[src/rtl/dlx_pkg.sv]
// dlx_pkg: definitions shared by the stage sequencer and its wait timer.
//   stage_t          - sequencer state encoding
//   TIMEOUT_DEFAULT  - default number of ready-low wait cycles before a fault
//   WAIT_W           - width of the wait and stall counters
//   sat_inc16()      - saturating 16-bit increment
package dlx_pkg;

  typedef enum logic [2:0] {
    ST_IDLE   = 3'd0,
    ST_FETCH  = 3'd1,
    ST_DECODE = 3'd2,
    ST_EXEC   = 3'd3,
    ST_MEMACC = 3'd4,
    ST_WRBACK = 3'd5,
    ST_FAULT  = 3'd6
  } stage_t;

  localparam int unsigned TIMEOUT_DEFAULT = 255;
  localparam int          WAIT_W          = 16;

  function automatic logic [WAIT_W-1:0] sat_inc16(input logic [WAIT_W-1:0] v);
    return (v == {WAIT_W{1'b1}}) ? v : v + 1'b1;
  endfunction

endpackage

[src/rtl/wait_timer.sv]
// wait_timer: 16-bit wait counter with terminal-count compare.
//   clk      - clock
//   reset    - synchronous active-high reset, clears the count
//   clr      - clear the count (held while the sequencer is not waiting)
//   inc      - count one ready-low wait cycle
//   terminal - count currently equals TIMEOUT
module wait_timer
  import dlx_pkg::*;
#(
  parameter int unsigned TIMEOUT = TIMEOUT_DEFAULT
) (
  input  logic clk,
  input  logic reset,
  input  logic clr,
  input  logic inc,
  output logic terminal
);

  localparam logic [WAIT_W-1:0] TERM_COUNT = WAIT_W'(TIMEOUT);

  logic [WAIT_W-1:0] count_reg;

  always_ff @(posedge clk) begin
    if (reset) begin
      count_reg <= '0;
    end else if (clr) begin
      count_reg <= '0;
    end else if (inc) begin
      // Saturate so a 65535 timeout can never wrap past its own compare.
      count_reg <= sat_inc16(count_reg);
    end
  end

  assign terminal = (count_reg == TERM_COUNT);

endmodule

[src/rtl/stage_sequencer.sv]
// stage_sequencer: multi-cycle instruction stage sequencer
// (FETCH -> DECODE -> EXEC -> [MEMACC] -> WRBACK) with memory wait timeout.
//   clk, reset           - clock, synchronous active-high reset
//   run                  - 1 = execute, 0 = stop at next instruction boundary
//   halt_req             - sampled in WRBACK, returns to IDLE
//   i_ready / d_ready    - instruction / data memory acknowledge
//   d_load_enable,
//   d_write_enable       - registered decoder outputs, valid from EXEC on
//   IF ID EX MEM WB      - one-hot stage strobes
//   i_req, d_req, d_we   - memory requests and write qualifier
//   pc_write             - PC update strobe (WRBACK)
//   busy, fault          - activity and sticky timeout status
//   instr_count          - retired instructions (wrapping)
//   stall_count          - ready-low wait cycles (saturating)
module stage_sequencer
  import dlx_pkg::*;
#(
  parameter int unsigned TIMEOUT = TIMEOUT_DEFAULT
) (
  input  logic        clk,
  input  logic        reset,
  input  logic        run,
  input  logic        halt_req,
  input  logic        i_ready,
  input  logic        d_ready,
  input  logic        d_load_enable,
  input  logic        d_write_enable,
  output logic        IF,
  output logic        ID,
  output logic        EX,
  output logic        MEM,
  output logic        WB,
  output logic        i_req,
  output logic        d_req,
  output logic        d_we,
  output logic        pc_write,
  output logic        busy,
  output logic        fault,
  output logic [31:0] instr_count,
  output logic [15:0] stall_count
);

  stage_t      state_reg, state_next;
  logic        we_reg;
  logic [31:0] instr_count_reg;
  logic [15:0] stall_count_reg;

  logic waiting;
  logic ready_sel;
  logic stall_inc;
  logic wait_terminal;

  // Only FETCH and MEMACC wait on a ready; the acknowledge of the other
  // memory is ignored by construction of this mux.
  assign waiting   = (state_reg == ST_FETCH) || (state_reg == ST_MEMACC);
  assign ready_sel = (state_reg == ST_FETCH) ? i_ready : d_ready;
  assign stall_inc = waiting && !ready_sel;

  // Holding the timer clear outside the wait states guarantees a zero
  // count on every entry to FETCH or MEMACC.
  wait_timer #(
    .TIMEOUT (TIMEOUT)
  ) u_wait_timer (
    .clk      (clk),
    .reset    (reset),
    .clr      (!waiting),
    .inc      (stall_inc),
    .terminal (wait_terminal)
  );

  always_ff @(posedge clk) begin
    if (reset) begin
      state_reg <= ST_IDLE;
    end else begin
      state_reg <= state_next;
    end
  end

  // Ready takes priority over the terminal count in the same cycle.
  always_comb begin
    state_next = state_reg;
    case (state_reg)
      ST_IDLE:   if (run) state_next = ST_FETCH;
      ST_FETCH: begin
        if (i_ready)            state_next = ST_DECODE;
        else if (wait_terminal) state_next = ST_FAULT;
      end
      ST_DECODE: state_next = ST_EXEC;
      ST_EXEC:   state_next = (d_load_enable || d_write_enable) ? ST_MEMACC : ST_WRBACK;
      ST_MEMACC: begin
        if (d_ready)            state_next = ST_WRBACK;
        else if (wait_terminal) state_next = ST_FAULT;
      end
      ST_WRBACK: state_next = (halt_req || !run) ? ST_IDLE : ST_FETCH;
      ST_FAULT:  state_next = ST_FAULT;
      default:   state_next = ST_IDLE;
    endcase
  end

  // Capture the store qualifier in EXEC so d_we depends on state only.
  always_ff @(posedge clk) begin
    if (reset) begin
      we_reg <= 1'b0;
    end else if (state_reg == ST_EXEC) begin
      we_reg <= d_write_enable;
    end
  end

  always_ff @(posedge clk) begin
    if (reset) begin
      instr_count_reg <= '0;
      stall_count_reg <= '0;
    end else begin
      if (state_reg == ST_WRBACK) begin
        instr_count_reg <= instr_count_reg + 32'd1;
      end
      if (stall_inc) begin
        stall_count_reg <= sat_inc16(stall_count_reg);
      end
    end
  end

  always_comb begin
    IF       = 1'b0;
    ID       = 1'b0;
    EX       = 1'b0;
    MEM      = 1'b0;
    WB       = 1'b0;
    i_req    = 1'b0;
    d_req    = 1'b0;
    d_we     = 1'b0;
    pc_write = 1'b0;
    busy     = 1'b0;
    fault    = 1'b0;
    case (state_reg)
      ST_FETCH: begin
        IF    = 1'b1;
        i_req = 1'b1;
        busy  = 1'b1;
      end
      ST_DECODE: begin
        ID   = 1'b1;
        busy = 1'b1;
      end
      ST_EXEC: begin
        EX   = 1'b1;
        busy = 1'b1;
      end
      ST_MEMACC: begin
        MEM   = 1'b1;
        d_req = 1'b1;
        d_we  = we_reg;
        busy  = 1'b1;
      end
      ST_WRBACK: begin
        WB       = 1'b1;
        pc_write = 1'b1;
        busy     = 1'b1;
      end
      ST_FAULT: fault = 1'b1;
      default: ;
    endcase
  end

  assign instr_count = instr_count_reg;
  assign stall_count = stall_count_reg;

endmodule

[config.mk]
export PLATFORM = sky130hd
export DESIGN_NAME = stage_sequencer
export DESIGN_NICKNAME = d
export VERILOG_FILES = /design/src/rtl/dlx_pkg.sv /design/src/rtl/wait_timer.sv /design/src/rtl/stage_sequencer.sv
export SDC_FILE = /design/constraint.sdc
export NUM_CORES = 1
export LEC_CHECK = 0
export ABC_AREA = 0
export CORE_ASPECT_RATIO = 1.5
export CORE_MARGIN = 2
export CORE_UTILIZATION = 46
export DETAILED_ROUTE_END_ITERATION = 10
export GPL_TIMING_DRIVEN = 0
export PLACE_DENSITY = 0.75
export SETUP_SLACK_MARGIN = 0.2
export SLEW_MARGIN = 20
export SYNTH_ARGS = -nofsm -noshare
export SYNTH_HDL_FRONTEND = slang
export SYNTH_SLANG_ARGS = --single-unit
[constraint.sdc]
create_clock -name clk -period 1.99 [get_ports clk]
set_clock_uncertainty 0.2 [all_clocks]
set_input_delay 0.398 -clock clk [delete_from_list [all_inputs] [get_ports clk]]
set_output_delay 0.398 -clock clk [all_outputs]
set_load 0.02 [all_outputs]
==> key figures <==
Routing
  – Initial drt markers: around 280
  – Routed vias/inst: 6.20
  – DR vias: 3886
  – Routed WL: 13.0 mm
  – Average wire per standard cell: between 20 and 25 µm
  – DRC: 0
  – Antenna Nets Post-Route: 0
  – First-pass iteration count of the detailed router: 5

Clock tree
  – CTS max path bufs: 2
  – Hold-fix buffers, CTS: 0
  – TritonCTS buffer count: 9
  – Clock tree sinks: slightly below 70
  – CTS tree: built
  – Clock-pin slew on the worst setup and hold paths: 80 ps
  – H-tree depth: 3
  – Clk root buf: clkbuf_8
  – Clk Latency, worst-skew pair: 360 ps

Logic synthesis
  – Mean Syn Cell Area: 8.36 µm²
  – Synthesized area: roughly 0.0033 mm²
  – Synth top area cells: dfxtp_1 41%, xnor2_1 8.4%, nor2_1 7.4%
  – Register area share after synthesis: 40.7%
  – Top cell type's share of synthesized area: 40.7%
  – Largest area contributor in the netlist: dfxtp_1
  – Synth Flop Type: dfxtp_1
  – EDFF count, synth: 0
  – FF+latch count, synth: 68
  – Yosys Warn Count: 0
  – Post-synthesis cell count: 400
  – Distinct cells, synth: 41
  – Syn nets: 411
  – Synth async-reset ratio: 0%

Worst setup path
  – Cell count of the worst reg-to-reg path: 6
  – Cells along the critical path: or4b_4, buf_6, a21oi_4, nand4_1, mux2i_1, nor2_1
  – Reg2Reg Setup Slack: -170 ps
  – Crit path DAT: ~2200 ps
  – Setup CP Type: reg -> reg
  – Crit end category: flop
  – Crit path max fanout: 8
  – Worst EP required: 2020 ps
  – Family with the most delay on the worst path: simple AND/OR/NAND/NOR gates
  – Reg-to-Reg End: stall_count[14]$_SDFFE_PP0P_
  – CP max stage cell: or4b_4
  – Worst Setup Start Kind: flop
  – CP peak stage delay: ~570 ps
  – RR Startpoint: state_reg[1]$_SDFFE_PP0P_
  – Critical path buffers and inverters: 1

Power and ir drop
  – Sequential power share: ~47%
  – Sw Pwr: approximately 750 µW
  – Peak VDD IR: 0.528 mV
  – Power per cell area: 496 mW/mm²
  – Clock power frac: 41.7%
  – Pint: 2140 µW
  – Switch share: 25.9%
  – Pwr Total: 2890 µW
  – Comb pwr share: around 11%
  – P_leak: roughly 0.0024 µW

Timing
  – RSZ-0062 raised after global routing: true
  – Slew headroom: 58.9%
  – Crit path time final: 2160 ps
  – Part of the cycle the worst path needs: 109%
  – Worst-margin pin slew: 617 ps
  – Hold slack final: ~290 ps
  – Setup violators final: 23
  – Slew Limit Fails: 0
  – Fin. Hold Viols: 0
  – Post-route setup slack: -172 ps
  – Fmax: 463 MHz

Final layout
  – Diode count: 0
  – Layout area overhead: 74.3%
  – Share of layout cells above drive strength 1: 43.7%
  – Final Non-Filler Cells: between 600 and 700
  – Max FFs per register: 32
  – Nets@finish: 553

Global route
  – Aggregate global routing overflow: 0
  – Largest net degree at the start of global routing: 12
  – Initial antenna violation count: 0
  – Vias in the first global route: ~3600
  – GRT Resource Usage Total: 28.4%
  – First-pass GRT wire length: 17.6 mm

Placed design
  – Port Buffer Count: 65
  – Routability-driven placement congestion ratio: 0.911
  – HPWL Detailed: 6.03 mm
  – Placed cell count: 545

Hold path
  – Worst hold path type: reg -> reg
  – Worst Hold End: we_reg$_SDFFE_PP0P_
  – Hold path start: we_reg$_SDFFE_PP0P_
  – Hold path cells: 2

Status
  – Status: finished with violations
  – Failing checks: setup timing

Floorplanning
  – Ports: 67
  – Die ar.: 0.00798 mm²
  – DIE WIDTH: around 74 µm
  – Initial Utilization: 46.9%
  – Num rows: 38
  – Die height: around 110 µm
  – Core ar.: 0.00713 mm²

Run
  – MaxCap Viol Count: 0
## timing repair
| action | CTS | global route |
|---|---|---|
| pin swaps | 62 | 35 |
| gates resized for setup | 237 | 86 |
| buffers inserted | 39 | 23 |
| endpoints found under the setup margin | 118 | 79 |
| gates cloned | 2 | 2 |
## placed cells by master, fill, tap and decap left out, drive strengths merged, types with 2 or more instances in the layout
cell type / synthesis / routed
buf: 7 / 83
or4b: 2 / 2
dlygate4sd2: 0 / 44
nor3: 16 / 16
nor2b: 3 / 3
dfxtp: 68 / 68
clkinv: 0 / 2
o21ai: 14 / 14
and3: 6 / 6
xnor2: 32 / 32
nand2b: 2 / 2
or3: 8 / 8
and2: 3 / 3
clkdlybuf4s50: 0 / 4
inv: 7 / 7
nor2: 67 / 67
and4: 6 / 6
or2: 2 / 2
nor4: 19 / 19
clkdlybuf4s15: 0 / 4
nand3: 21 / 21
nor3b: 3 / 3
a211o: 2 / 2
nand4: 19 / 19
a21oi: 13 / 13
ha: 3 / 3
nor4b: 5 / 5
xor2: 22 / 22
clkbuf: 11 / 26
o2111ai: 3 / 3
nand2: 27 / 27
## power by group through the flow
stage / logic [µW] / registers, µW / clock network [µW]
finish: 321 / 1360 / 1200
global route: 337 / 1360 / 1260
CTS: 268 / 1380 / 1180
detailed placement: 183 / 1410 / 0
global placement: 180 / 1410 / 0
floorplan: 109 / 1410 / 0
## final cells by class
type,instances,area [µm²]
buffer,18,196
fill,390,1310
tap,80,100
clock buffer,12,155
clock inverter,4,47.5
multi-input combinational,307,2630
timing repair buffer,131,1200
inverter,7,28.8
sequential,68,1460
## kinds of logic after synthesis
group           share of synthesized area, %
flops                                   40.7
fa+ha+maj                               1.12
mux                                    0.636
xor+xnor                                14.1
buf+inv                                 3.33
simple gates                            33.4
compound gates                          6.62
## through the flow
stage / setup slack (ps) / TNS [ps] / utilization [%] / instance area [µm²]
2_1_floorplan: 22.2 / 0 / - / 3540
3_3_place_gp: -636 / -19820 / 60.2 / 4290
3_5_place_dp: -636 / -21010 / 60.2 / 4290
4_1_cts: -26.2 / -52.2 / 75.1 / 5360
5_1_grt: -194 / -2990 / 81.7 / 5830
6_report: -172 / -1360 / 81.7 / 5830
## synthesized netlist by cell type, types with 4 or more instances
cell type  number
clkbuf_1       11
nor3_1         16
nand4_1        19
nand2_1        27
or3_1           8
nand3_1        21
o21ai_0        14
inv_1           7
nor4_1         18
and3_1          6
and4_1          6
buf_4           4
nor2_1         66
xnor2_1        32
xor2_1         22
a21oi_1        13
dfxtp_1        68
## worst max path at each step
stage                                         start                      endpoint  slack (ps)  cells past startpoint
after floorplan           state_reg[2]$_SDFFE_PP0P_   stall_count[7]$_SDFFE_PP0P_          20                      4
after global placement                      d_ready   stall_count[6]$_SDFFE_PP0P_        -640                      6
after detailed placement                    d_ready   stall_count[6]$_SDFFE_PP0P_        -640                      6
after CTS                 state_reg[1]$_SDFFE_PP0P_   stall_count[7]$_SDFFE_PP0P_         -30                      4
after global routing      state_reg[1]$_SDFFE_PP0P_  stall_count[14]$_SDFFE_PP0P_        -190                      6
final                     state_reg[1]$_SDFFE_PP0P_  stall_count[14]$_SDFFE_PP0P_        -170                      6
## layer usage
layer / track usage (%) / part of all wire, % / vias to the layer above
li1: - / - / 1705
met1: 30.1 / 35 / 1876
met2: 51.9 / 54 / 225
met3: 4.94 / 5.4 / 80
met4: 14.5 / 6.4 / 0
met5: 0 / 0 / -
## worst reg2reg max path, stage by stage (launching register included)
cell and delay [ps]:
dfxtp_4 400, or4b_4 570, buf_6 140, a21oi_4 240, nand4_1 180, mux2i_1 240
nor2_1 70
No activity file was read; power rests on OpenSTA's default activity.
